`src/rtl/mux_arb_pkg.sv`:
```
// mux_arb_pkg: shared types, defaults and sizing helper for the round-robin mux arbiter
package mux_arb_pkg;

    typedef enum logic {
        IDLE  = 1'b0,
        GRANT = 1'b1
    } state_e;

    function automatic int sel_w(input int n);
        return (n > 1) ? $clog2(n) : 1;
    endfunction

    localparam int DEF_N_REQ    = 16;
    localparam int DEF_SEL_W    = sel_w(DEF_N_REQ);
    localparam int DEF_MAX_HOLD = 8;

endpackage

```
`src/rtl/mux_rr_arbiter_rr_pick.sv`:
```
// rr_pick: masked round-robin priority encoder, first set bit at or above ptr (wrapping)
module rr_pick #(
    parameter int N = 16,
    parameter int W = 4
) (
    input  logic [N-1:0] req,
    input  logic [W-1:0] ptr,
    input  logic [W-1:0] mask_idx,
    input  logic         mask_en,
    output logic         found,
    output logic [W-1:0] idx
);

    logic [W-1:0] cand;

    // Scan from farthest to nearest so the closest eligible index to ptr wins last
    always_comb begin
        found = 1'b0;
        idx   = ptr;
        cand  = ptr;
        for (int i = N - 1; i >= 0; i--) begin
            cand = ptr + W'(i);
            if (req[cand] && !(mask_en && cand == mask_idx)) begin
                found = 1'b1;
                idx   = cand;
            end
        end
    end

endmodule

```
`src/rtl/mux_rr_arbiter.sv`:
```
// mux_rr_arbiter: round-robin arbiter with bounded tenure driving a shared N_REQ:1 mux
// Optional: define ARB_LOCK_EN to add a lock input that blocks preemption of the holder.
module mux_rr_arbiter
    import mux_arb_pkg::*;
#(
    parameter int N_REQ    = DEF_N_REQ,
    parameter int SEL_W    = sel_w(N_REQ),
    parameter int MAX_HOLD = DEF_MAX_HOLD,
    parameter int HOLD_W   = 4
) (
    input  logic             clk,
    input  logic             rst_n,
    input  logic [N_REQ-1:0] req,
`ifdef ARB_LOCK_EN
    input  logic             lock,
`endif
    output logic [N_REQ-1:0] gnt,
    output logic [SEL_W-1:0] sel,
    output logic             gnt_vld
);

    localparam bit HOLD_EN = MAX_HOLD != 0;
    localparam logic [HOLD_W-1:0] HOLD_SAT = (MAX_HOLD == 0) ? {HOLD_W{1'b1}} : HOLD_W'(MAX_HOLD - 1);

    state_e             state_q, state_d;
    logic [SEL_W-1:0]   ptr_q, ptr_d;
    logic [SEL_W-1:0]   sel_q, sel_d;
    logic [HOLD_W-1:0]  hold_q, hold_d;
    logic [N_REQ-1:0]   gnt_q, gnt_d;
    logic               gnt_vld_q, gnt_vld_d;
    logic               in_grant, others, no_lock, preempt, stay, found;
    logic [SEL_W-1:0]   win;

`ifdef ARB_LOCK_EN
    assign no_lock = !lock;
`else
    assign no_lock = 1'b1;
`endif

    assign in_grant = state_q == GRANT;
    assign others   = |(req & ~(N_REQ'(1) << sel_q));
    assign preempt  = HOLD_EN && hold_q == HOLD_SAT && others && no_lock;
    assign stay     = in_grant && req[sel_q] && !preempt;

    // The current holder is excluded whenever we arbitrate out of GRANT (release or preempt)
    rr_pick #(.N(N_REQ), .W(SEL_W)) u_pick (
        .req      (req),
        .ptr      (ptr_q),
        .mask_idx (sel_q),
        .mask_en  (in_grant),
        .found    (found),
        .idx      (win)
    );

    // Next-state: keep the holder, hand over to a new winner, or fall idle
    always_comb begin
        state_d   = state_q;
        ptr_d     = ptr_q;
        sel_d     = sel_q;
        hold_d    = hold_q;
        gnt_d     = gnt_q;
        gnt_vld_d = gnt_vld_q;
        if (stay) begin
            hold_d = (hold_q == HOLD_SAT) ? hold_q : hold_q + HOLD_W'(1);
        end else if (found) begin
            state_d   = GRANT;
            sel_d     = win;
            gnt_d     = N_REQ'(1) << win;
            gnt_vld_d = 1'b1;
            ptr_d     = win + SEL_W'(1);
            hold_d    = '0;
        end else begin
            state_d   = IDLE;
            gnt_d     = '0;
            gnt_vld_d = 1'b0;
            hold_d    = '0;
        end
    end

    // State and output registers; reset clears everything immediately
    always_ff @(posedge clk or negedge rst_n) begin
        if (!rst_n) begin
            state_q   <= IDLE;
            ptr_q     <= '0;
            sel_q     <= '0;
            hold_q    <= '0;
            gnt_q     <= '0;
            gnt_vld_q <= 1'b0;
        end else begin
            state_q   <= state_d;
            ptr_q     <= ptr_d;
            sel_q     <= sel_d;
            hold_q    <= hold_d;
            gnt_q     <= gnt_d;
            gnt_vld_q <= gnt_vld_d;
        end
    end

    assign gnt     = gnt_q;
    assign sel     = sel_q;
    assign gnt_vld = gnt_vld_q;

endmodule

```
`config.mk`:
```
export PLATFORM = sky130hd
export DESIGN_NAME = mux_rr_arbiter
export DESIGN_NICKNAME = d
export VERILOG_FILES = /design/src/rtl/mux_arb_pkg.sv /design/src/rtl/mux_rr_arbiter_rr_pick.sv /design/src/rtl/mux_rr_arbiter.sv
export SDC_FILE = /design/constraint.sdc
export NUM_CORES = 1
export LEC_CHECK = 0
export ABC_AREA = 0
export BUFFER_PORTS_ARGS = -buffer_cell sky130_fd_sc_hd__buf_4
export CELL_PAD_IN_SITES_DETAIL_PLACEMENT = 0
export CELL_PAD_IN_SITES_GLOBAL_PLACEMENT = 2
export CORE_UTILIZATION = 38
export DETAILED_ROUTE_END_ITERATION = 10
export GPL_ROUTABILITY_DRIVEN = 0
export PLACE_DENSITY = 0.91
export SYNTH_ARGS = -nofsm -noshare
export SYNTH_HDL_FRONTEND = slang
export SYNTH_SLANG_ARGS = --single-unit
```
`constraint.sdc`:
```
create_clock -name clk -period 6.3 [get_ports clk]
set_clock_uncertainty 0.15 [all_clocks]
set_input_delay 0.945 -clock clk [delete_from_list [all_inputs] [get_ports clk]]
set_output_delay 0.945 -clock clk [all_outputs]
set_load 0.005 [all_outputs]
```
Word-level counts from Yosys, hierarchy flattened
Cells that the tools add are included.
- order comparisons: 17
- bitwise operators: 3
- shifts and indexed selects: 2
- muxes and demuxes: 70
- $add $sub $neg: 17
- reductions and logical operators: 54
- equality and inequality tests: 18
- operators by type and width (operator ; number):
    4-bit by 5-bit less-than comparator with 1-bit output (second input constant) ; 17
    4-bit two-way mux ; 18
    1-bit binary-select mux with 4-bit select ; 17
    4-bit == test ; 16
    1-bit logical AND ; 35
    1-bit two-way mux ; 34
    4-bit adder (second input constant) ; 8
    1-bit by 4-bit << shifter with 16-bit output (first input constant) ; 2
    1-bit logical NOT ; 17
    4-bit by 3-bit adder with 4-bit output (second input constant) ; 4
    16-bit AND ; 1
    16-bit two-way mux ; 1
    16-bit inverter ; 1
    16-bit OR reduction ; 1
    4-bit by 1-bit adder with 4-bit output (second input constant) ; 3
    4-bit by 2-bit adder with 4-bit output (second input constant) ; 2
    4-bit by 3-bit == test with 1-bit output (second input constant) ; 1
    2-bit != test (second input constant) ; 1
    2-bit AND reduction ; 1
    1-bit inverter ; 1
- output and inout port bits: 21
- bits of input ports: 18
- word-level logic and storage cells: 186
- flip-flop bits (word level): 29

Depth between registers and ports, before layout
Gate-level depths: netlist of run 1.
- word-level depth: 23
- mapped depth: 20
- gate-level depth less buffers: 15

Modules after synthesis
From an unflattened synthesis of run 1, not the netlist that was laid out.
- cell total of the unflattened synthesis: 489
- area, all modules: 4485.6 sq um
- by module, submodules not included (module ; sequential area each (sq um) ; cells an instance ; area an instance (sq um) ; instances):
    rr_pick ; 0.0 ; 321 ; 2672.6 ; 1
    mux_rr_arbiter ; 725.7 ; 168 ; 1813.0 ; 1

Least setup slack after synthesis of run 1
OpenSTA, ideal clock, no wires.
- path kind: register to register
- start point: register ptr_q[1]
- end point: register ptr_q[2]
- arrival time: 4.471 ns
- path buffers: 5
- required time: 6.025 ns
- clock period less this slack: 4.746 ns
- setup slack: 1.554 ns
- setup time: 0.125 ns
- stages on the path, launching flop included: 20
- cells stage by stage: dfrtp_1 -> buf_6 -> clkbuf_1 -> inv_1 -> ha_1 -> buf_2 -> buf_2 -> mux4_2 -> mux2_2 -> and3_1 -> a21o_1 -> clkbuf_1 -> nor3_1 -> a211o_1 -> mux2i_1 -> and2_1 -> inv_1 -> ha_1 -> ha_1 -> mux2_2
- longest elaborated chain between the ends: 22
- elaborated cells between the ends (all ways): 145
- those cells by class: add/sub: 16; eq/ne: 16; mux: 64; reduce/logical: 49
- RTL lines (what ; RTL line ; RTL):
    start, declared ; mux_rr_arbiter.sv:26 ; logic [SEL_W-1:0] ptr_q, ptr_d;
    start signal, assigned ; mux_rr_arbiter.sv:91 ; ptr_q <= ptr_d;
    parallel branches: the longest is 20 deep, another holds 4-bit adder ; - ;
    4-bit two-way mux (*) ; mux_rr_arbiter_rr_pick.sv:23 ; if (req[cand] && !(mask_en && cand == mask_idx)) begin
    net u_pick.idx[0] ; mux_rr_arbiter_rr_pick.sv:11 ; output logic [W-1:0] idx
    4-bit by 1-bit adder with 4-bit output (*) ; mux_rr_arbiter.sv:70 ; ptr_d = win + SEL_W'(1);
Mark *: on every way through the listed nets, which the timed path passes. The select of a mux whose other input is x is not followed.
A chain may end at the register's enable or synchronous reset.

Worst setup path in the final report of run 1
- start point: register ptr_q[0]
- end point: register ptr_q[2]
The elaborated chain is that of the path after synthesis.

==> results.py, run 1 <==
metrics = {
    "worst_setup_path": {
        "crit_fanout": 16,
        "worstPathArrival_ns": 5.02,
        "crit_required_ns": 6.30,
        "crit_type": "register to register",
        "start_kind": "register",
        "worstSetupEndpointType": "register",
    },
    "clocking": {
        "cts_tree": "yes",
        "clk_path_buf_depth": 2,
        "holdBufCountCts": 0,
        "cts_num_sinks": 29,
        "post_cts_buffers": 0,
        "insertion_delay_ns": 0.27,
        "clk_pin_slew_ns": 0.06,
        "cts-root-buf": "clkbuf_8",
        "postCtsResizedCells": 0,
        "cts_buffers": 5,
        "cts_max_level": 2,
    },
    "routing": {
        "drt_iter0_drc": 384,
        "wl_um": 13730,
        "viasPerCell": 6.755,
        "ant_nets": 0,
        "avgRoutedWirePerCell_um": 22.14,
        "dr.pass1.iters": 5,
        "dr_total_vias": 4188,
        "drc": 0,
    },
    "sta": {
        "finalHoldViolations": 0,
        "relSlewSlack": 0.2752,
        "worst_pin_slew_ns": 1.079,
        "fin_crit_ns": 5.021,
        "period_share": 0.7970,
        "rsz0062_at_grt": "false",
        "tns_ns": 0,
        "slew_viol_final": 0,
        "setup_violations": 0,
        "max_freq_mhz": 199.2,
    },
    "logic_synthesis": {
        "synth_common_cells": "nand2_1 (30), dfrtp_1 (29), mux2i_1 (26)",
        "ys_ff_latch": 29,
        "synth_nets": 498,
        "yosysTopAreaCellShare": 0.1750,
        "synth_most_common_cell": "nand2_1",
        "synthFlopType": "dfrtp_1",
        "synthArstFlopShare": 1.000,
        "synth_area_leader_cell": "dfrtp_1",
        "syn_avg_cell_area_sq_um": 8.882,
        "ys_top_cells_by_area": "dfrtp_1 (17%), mux4_2 (11%), mux2i_1 (6.3%)",
        "syn_inst": 467,
        "yosys_warnings": 0,
        "netlist_area_sq_mm": 0.004148,
        "synth-edff-count": 0,
        "yosysSeqAreaShare": 0.1750,
        "synth_cell_types": 73,
    },
    "grt": {
        "grt_pass1_wl_um": 22000,
        "antenna_found_initial": 0,
        "grt_max_degree": 30,
        "grt_usage": 0.2477,
        "grt.overflow.total": 0,
        "grt_pass1_vias": 4051,
    },
    "final_layout": {
        "diodes": 0,
        "final_nets": 516,
        "area_delta_synth_final_pct": 9.834,
        "layout-drive-gt1-share": 0.1901,
    },
    "place": {
        "io_buffers": 38,
        "dp_hpwl_um": 10210,
    },
    "floorplanning": {
        "pin_count": 39,
        "core_sq_mm": 0.01046,
        "die_h_um": 106.5,
        "initial_core_util": 0.3964,
        "row_count": 37,
        "dieArea_sq_mm": 0.01134,
        "die_w_um": 106.5,
    },
    "job": {
        "maxCapViolations": 0,
    },
    "status": {
        "outcome": "complete, no violations",
    },
    "hold_path": {
        "hold_path.class": "register to register",
    },
}
[state kept, by name (all words and copies together) (netlist names)]
signal and count:
sel 4, ptr_q 4, gnt_vld 1, hold_q 4, gnt 16
[worst paths after layout]
kind | startpoint | endpoint | slack (ns) | depth (start not counted)
worst max-delay path | ptr_q[0] | ptr_q[2] | 1.28 | 13
max in group asynchronous | rst_n | ptr_q[3] | 5.30 | 1
worst min register to register | gnt[7] | gnt[7] | 0.34 | 2
min in group asynchronous | rst_n | gnt[8] | 0.44 | 1
worst min-delay path | gnt[7] | gnt[7] | 0.34 | 2
worst max register to register | ptr_q[0] | ptr_q[2] | 1.28 | 13
[layout make-up]
class / count / area, sq um
fill: 1075 / 5907
multi-input combinational: 390 / 3211
sequential: 29 / 725.7
timing repair buffer: 41 / 307.8
tap: 136 / 170.2
clock buffer: 5 / 68.82
inverter: 18 / 67.56
clock inverter: 1 / 5.005
[layer usage]
layer / up-vias / GRT usage / part of all wire
li1: 1873 / - / -
met1: 2045 / 0.3436 / 0.43
met2: 235 / 0.3817 / 0.44
met3: 35 / 0.05518 / 0.10
met4: 0 / 0.07730 / 0.028
met5: - / 0 / 0
[kinds of logic (layout without fill, tap and decap cells)]
kind of cell | after synthesis | after routing | synth area share
buf+inv | 48 | 65 | 0.05098
xor+xnor | 28 | 28 | 0.06938
simple gates | 150 | 150 | 0.1970
compound gates | 136 | 136 | 0.2428
flops | 29 | 29 | 0.1750
fa+ha+maj | 13 | 13 | 0.03922
mux | 63 | 63 | 0.2256
[cell usage in the layout, fill, tap and decap left out, types with 13 or more instances in the layout]
| master | n |
|---|---|
| nand4_1 | 15 |
| mux4_2 | 20 |
| o21ai_0 | 17 |
| xnor2_1 | 17 |
| nand3_1 | 15 |
| mux2i_1 | 26 |
| dfrtp_1 | 29 |
| buf_4 | 41 |
| nor2_1 | 17 |
| ha_1 | 13 |
| a22o_1 | 16 |
| a21oi_1 | 21 |
| inv_1 | 16 |
| nand2_1 | 30 |
| mux2_2 | 14 |
[per-stage QoR]
step                      hold slack, ns  utilization  setup slack (ns)  std cells  instance area, sq um
after floorplan                   0.3233            -             1.554        467                  4148
after global placement            0.3365       0.4284             1.431        614                  4482
after detailed placement          0.3280       0.4284             1.354        614                  4482
after CTS                         0.3443       0.4354             1.327        620                  4556
after global routing              0.3649       0.4354             1.033        620                  4556
final                             0.3410       0.4354             1.279        620                  4556
[critical path: stages (launching register included)]
cell      delay [ns]
dfrtp_1         0.34
inv_1           0.14
ha_1            0.91
xnor2_1         0.31
or4_1           0.63
and3_1          0.26
a21o_1          0.30
nor3b_1         0.31
o311ai_0        0.18
a211oi_1        0.34
o21ai_1         0.20
ha_1            0.27
ha_1            0.29
mux2_2          0.26
Power of run 1 is not shown: default switching activity piles up to over one toggle a cycle in this logic, so the estimate is an artifact.
==> inputs of run 2 (changes only) <==
ABC_AREA = 1   (was 0)
CORE_UTILIZATION = 32   (was 38)
clock period = 5.25 ns   (was 6.3 ns; I/O delays follow)
==> run 2 against run 1 <==
  * Sequential share of layout area rose by 0.89 points
  * First-iteration DRC count fell by 14%
  * Fmax rose by 16%
  * Routed wire length fell by 1.7%
  * Non-clock buffer count grew 6
  * Utilization decreased by 5.9 points
  * Critical path type unchanged
  * Highest routed layer unchanged
==> results.py, run 2 <==
metrics = {
    "status": {
        "outcome": "complete, no violations",
    },
    "routing": {
        "dr.pass1.iters": 5,
        "avgRoutedWirePerCell_um": 16.64,
        "wl_um": 13500,
        "ant_nets": 0,
        "viasPerCell": 5.418,
        "dr_total_vias": 4394,
        "drt_iter0_drc": 330,
        "drc": 0,
    },
    "sta": {
        "rsz0062_at_grt": "false",
        "finalHoldViolations": 0,
        "fin_crit_ns": 4.323,
        "worst_pin_slew_ns": 0.6495,
        "setup_violations": 0,
        "relSlewSlack": 0.5650,
        "holdWs_ns": 0.2761,
        "slew_viol_final": 0,
        "period_share": 0.8235,
        "max_freq_mhz": 231.3,
        "tns_ns": 0,
    },
    "clocking": {
        "clk_pin_slew_ns": 0.05,
        "cts_buffers": 5,
        "post_cts_buffers": 0,
        "insertion_delay_ns": 0.27,
        "postCtsResizedCells": 0,
        "cts_max_level": 2,
        "cts_num_sinks": 29,
        "clk_path_buf_depth": 2,
        "holdBufCountCts": 0,
        "cts-root-buf": "clkbuf_16",
        "cts_tree": "yes",
    },
    "place": {
        "place_inst": 803,
        "dp_hpwl_um": 10460,
        "io_buffers": 38,
    },
    "logic_synthesis": {
        "synthArstFlopShare": 1.000,
        "synth_area_leader_cell": "nand2_1",
        "synth_most_common_cell": "nand2_1",
        "synthFlopType": "dfrtp_1",
        "syn_inst": 635,
        "yosysTopAreaCellShare": 0.2005,
        "synth_cell_types": 40,
        "synth-edff-count": 0,
        "ys_ff_latch": 29,
        "ys_top_cells_by_area": "nand2_1 (20%), dfrtp_1 (19%), nand3_1 (16%)",
        "netlist_area_sq_mm": 0.003782,
        "synth_nets": 666,
        "yosys_warnings": 0,
        "yosysSeqAreaShare": 0.1919,
        "syn_avg_cell_area_sq_um": 5.957,
        "synth_common_cells": "nand2_1 (202), nand3_1 (124), inv_1 (62)",
    },
    "grt": {
        "antenna_found_initial": 0,
        "grt_pass1_wl_um": 21660,
        "grt_usage": 0.2242,
        "grt.overflow.total": 0,
        "grt_pass1_vias": 4091,
        "grt_max_degree": 30,
    },
    "final_layout": {
        "diodes": 0,
        "layout-drive-gt1-share": 0.1617,
        "seqCellArea_sq_um": 725.7,
        "final_nets": 698,
        "final_cells": 811,
        "area_delta_synth_final_pct": 14.09,
        "final_cell_mix": "nand2_1 (202), nand3_1 (124), inv_1 (62)",
        "multi_input_area_sq_mm": 0.002623,
        "n_fill_cell": 1262,
        "largest_reg_flops": 16,
        "final_common_cell": "nand2_1",
        "utilization": 0.3763,
    },
    "job": {
        "maxCapViolations": 0,
    },
    "floorplanning": {
        "row_count": 39,
        "die_w_um": 110.7,
        "core_sq_mm": 0.01147,
        "initial_core_util": 0.3298,
        "die_h_um": 110.7,
        "dieArea_sq_mm": 0.01226,
        "pin_count": 39,
    },
    "worst_setup_path": {
        "start_kind": "register",
        "crit_fanout": 22,
        "crit_type": "register to register",
        "cp_slowest_stage_delay_ns": 0.56,
        "worstSetupEndpointType": "register",
        "worstPathArrival_ns": 4.33,
        "crit_required_ns": 5.25,
        "slowest_stage": "ha_1",
        "crit_top_cell": "nand2_1",
    },
    "hold_path": {
        "hold_path.class": "input port to asynchronous set/reset pin",
    },
}
==> run 2: path summary, 6_finish.rpt <==
path / cells after the start / slack, ns / from / endpoint
worst max-delay path: 29 / 0.93 / ptr_q[0] / ptr_q[2]
worst min-delay path: 1 / 0.28 / rst_n / gnt[9]
worst max register to register: 29 / 0.93 / ptr_q[0] / ptr_q[2]
worst min register to register: 2 / 0.37 / gnt[1] / gnt[1]
max in group asynchronous: 1 / 4.41 / rst_n / gnt[15]
min in group clk: 2 / 0.37 / gnt[1] / gnt[1]
==> run 2: final cells by class <==
class                           instances  area share
Sequential cell                        29      0.1682
Clock inverter                          2    0.002320
Inverter                               79     0.06872
Tap cell                              143     0.04146
Multi-Input combinational cell        505      0.6077
Clock buffer                            6     0.02986
Timing Repair Buffer                   47     0.08176
==> run 2: per-stage QoR <==
stage | worst slack [ns] | area, sq um
finish | 0.9266 | 4315
global placement | 1.051 | 4177
CTS | 0.9464 | 4315
floorplan | 1.640 | 3782
global route | 0.5178 | 4315
detailed placement | 0.9673 | 4177
==> run 2: routing by layer <==
layer,global-route usage,vias to the layer above,wire (um),part of all wire
met2,0.3528,150,5984,0.44
li1,-,2163,-,-
met3,0.03609,30,980,0.073
met1,0.3053,2051,6021,0.45
met4,0.09067,0,513,0.038
met5,0,-,0,0
==> run 2: kinds of logic (layout without fill, tap and decap cells) <==
logic type      count (synthesis)  after routing  share of synthesized area
compound gates                 92             92                     0.1512
xor+xnor                       15             15                    0.04664
fa+ha+maj                      13             13                    0.04300
buf+inv                       101            134                     0.1148
flops                          29             29                     0.1919
simple gates                  385            385                     0.4525
==> run 2: critical path, delay by kind of cell (launching register included) <==
kind | cells | cell delay [ns]
DFF | 1 | 0.38
buffers and inverters | 4 | 0.86
and+or+nand+nor | 21 | 1.71
adders and majority gates | 3 | 1.04
AOI/OAI and AO/OA | 1 | 0.05
Power of run 2 is left out for the same reason.
==> inputs of run 3 (changes only) <==
CORE_UTILIZATION = 29   (was 32)
PLACE_DENSITY = 0.87   (was 0.91)
clock period = 3.95 ns   (was 5.25 ns; I/O delays follow)
==> run 3 against run 2 <==
  * Routed wire length up 1.2%
  * Fmax up 21%
  * First-iteration DRC count down 3.6%
  * Die area up 10%
  * Non-clock buffer count up 14
  * Via count up 0.48%
  * Register-to-register slack worse by 0.56 ns
  * Critical path depth down 12
  * Highest routed layer unchanged
  * Final cell count up 5.3%
  * Utilization down 1.2 points
  * Largest cell class unchanged
==> results.py, run 3 (synthesis gave the netlist of run 2 again) <==
metrics = {
    "worst_setup_path": {
        "cp_slowest_stage_delay_ns": 0.45,
        "worstSetupEndpointType": "register",
        "critical_path.cell_chain": "inv_2 > ha_2 > inv_1 > nand3_1 > nand2_1 > o22ai_1 > inv_1 > nand2_1 > nand2_1 > inv_1 > nand2_1 > nor4_1 > nand4_1 > nand2_1 > nor2_2 > inv_2 > o21ai_1",
        "crit_fanout": 11,
        "worstPathArrival_ns": 3.58,
        "crit_type": "register to register",
        "slowest_stage": "dfrtp_1",
        "crit_required_ns": 3.95,
        "start_kind": "register",
        "r2r_slack_ns": 0.37,
        "crit_top_cell": "nand2_1",
    },
    "clocking": {
        "clk_path_buf_depth": 2,
        "cts_tree": "yes",
        "cts_num_sinks": 29,
        "cts_buffers": 5,
        "clk_pin_slew_ns": 0.05,
        "cts-root-buf": "clkbuf_16",
        "insertion_delay_ns": 0.27,
        "cts_max_level": 2,
    },
    "floorplanning": {
        "core_sq_mm": 0.01267,
        "die_w_um": 116.2,
        "initial_core_util": 0.2985,
        "dieArea_sq_mm": 0.01350,
        "pin_count": 39,
        "die_h_um": 116.2,
        "row_count": 41,
    },
    "grt": {
        "grt_max_degree": 30,
        "grt.overflow.total": 0,
        "grt_pass1_wl_um": 21890,
        "antenna_found_initial": 0,
        "grt_pass1_vias": 4301,
        "grt_usage": 0.2123,
    },
    "sta": {
        "slew_viol_final": 0,
        "holdWs_ns": 0.08098,
        "max_freq_mhz": 279.2,
        "fin_crit_ns": 3.582,
        "relSlewSlack": 0.5312,
        "setup_violations": 0,
        "worst_pin_slew_ns": 0.6958,
        "finalHoldViolations": 0,
        "period_share": 0.9067,
    },
    "final_layout": {
        "final_cell_mix": "nand2_1 (199), nand3_1 (123), inv_1 (59)",
        "area_delta_synth_final_pct": 22.16,
        "largest_reg_flops": 16,
        "final_nets": 712,
        "diodes": 0,
        "layout-drive-gt1-share": 0.2009,
        "n_fill_cell": 1432,
        "final_common_cell": "nand2_1",
    },
    "routing": {
        "viasPerCell": 5.170,
        "dr_total_vias": 4415,
        "wl_um": 13670,
        "drc": 0,
        "drt_iter0_drc": 318,
        "avgRoutedWirePerCell_um": 16.00,
        "ant_nets": 0,
        "dr.pass1.iters": 5,
    },
    "hold_path": {
        "hold_path.class": "input port to asynchronous set/reset pin",
    },
    "place": {
        "dp_hpwl_um": 10680,
        "io_buffers": 38,
    },
    "status": {
        "outcome": "complete, no violations",
    },
    "job": {
        "maxCapViolations": 0,
    },
}
[run 3: cell types whose count changed in the layout (fill, tap and decap cells not counted), moves of 3 or more]
cell | before | now
buf_4 | 47 | 56
buf_6 | 0 | 3
ha_1 | 13 | 10
ha_2 | 0 | 3
inv_1 | 62 | 59
inv_2 | 17 | 20
nand2_1 | 202 | 199
xor2_4 | 0 | 3
[run 3: through the flow]
| stage | worst slack, ns | std cells | area (sq um) | utilization | TNS, ns |
|---|---|---|---|---|---|
| finish | 0.3685 | 854 | 4621 | 0.3647 | 0 |
| CTS | 0.07717 | 849 | 4453 | 0.3514 | 0 |
| floorplan | 0.3402 | 635 | 3782 | - | 0 |
| global route | -0.001883 | 854 | 4621 | 0.3647 | -0.001883 |
| global placement | 0.1426 | 841 | 4280 | 0.3378 | 0 |
| detailed placement | 0.09959 | 841 | 4280 | 0.3378 | 0 |
[run 3: critical path: cells and delay by family, from the launching register on]
family          cells  cell delay [ns]
flops               1             0.45
fa+ha+maj           1             0.42
compound gates      2             0.20
simple gates        9             1.67
buf+inv             5             0.57
[run 3: worst paths after layout]
kind                          start       end  cells past startpoint
setup / recovery           ptr_q[2]   gnt[14]                     17
hold / removal                rst_n    gnt[1]                      1
setup reg to reg           ptr_q[2]   gnt[14]                     17
hold reg to reg              gnt[9]    gnt[9]                      2
max in group asynchronous     rst_n  ptr_q[3]                      1
min in group clk             gnt[9]    gnt[9]                      2
[run 3: cell type report]
type	count	area, sq um	share of cell area
repair buffers	61	484.2	0.1048
inverters	79	296.5	0.06418
well taps	172	215.2	0.04657
clock buffers	7	142.6	0.03087
clock inverters	1	30.03	0.006499
multi-input cells	505	2726	0.5900
flip-flops and latches	29	725.7	0.1571
[run 3: repair_timing]
item,in CTS,in global routing
hold buffers,0,0
buffers inserted,0,5
resized for setup,0,28
setup endpoints to repair,0,19
[run 3: metal layers]
metal	track usage	vias up	wire length, um
li1	-	2190	-
met1	0.2929	2053	6375
met2	0.3440	153	6221
met3	0.02543	19	786
met4	0.06923	0	283
met5	0	-	0
Power of run 3 is left out for the same reason.
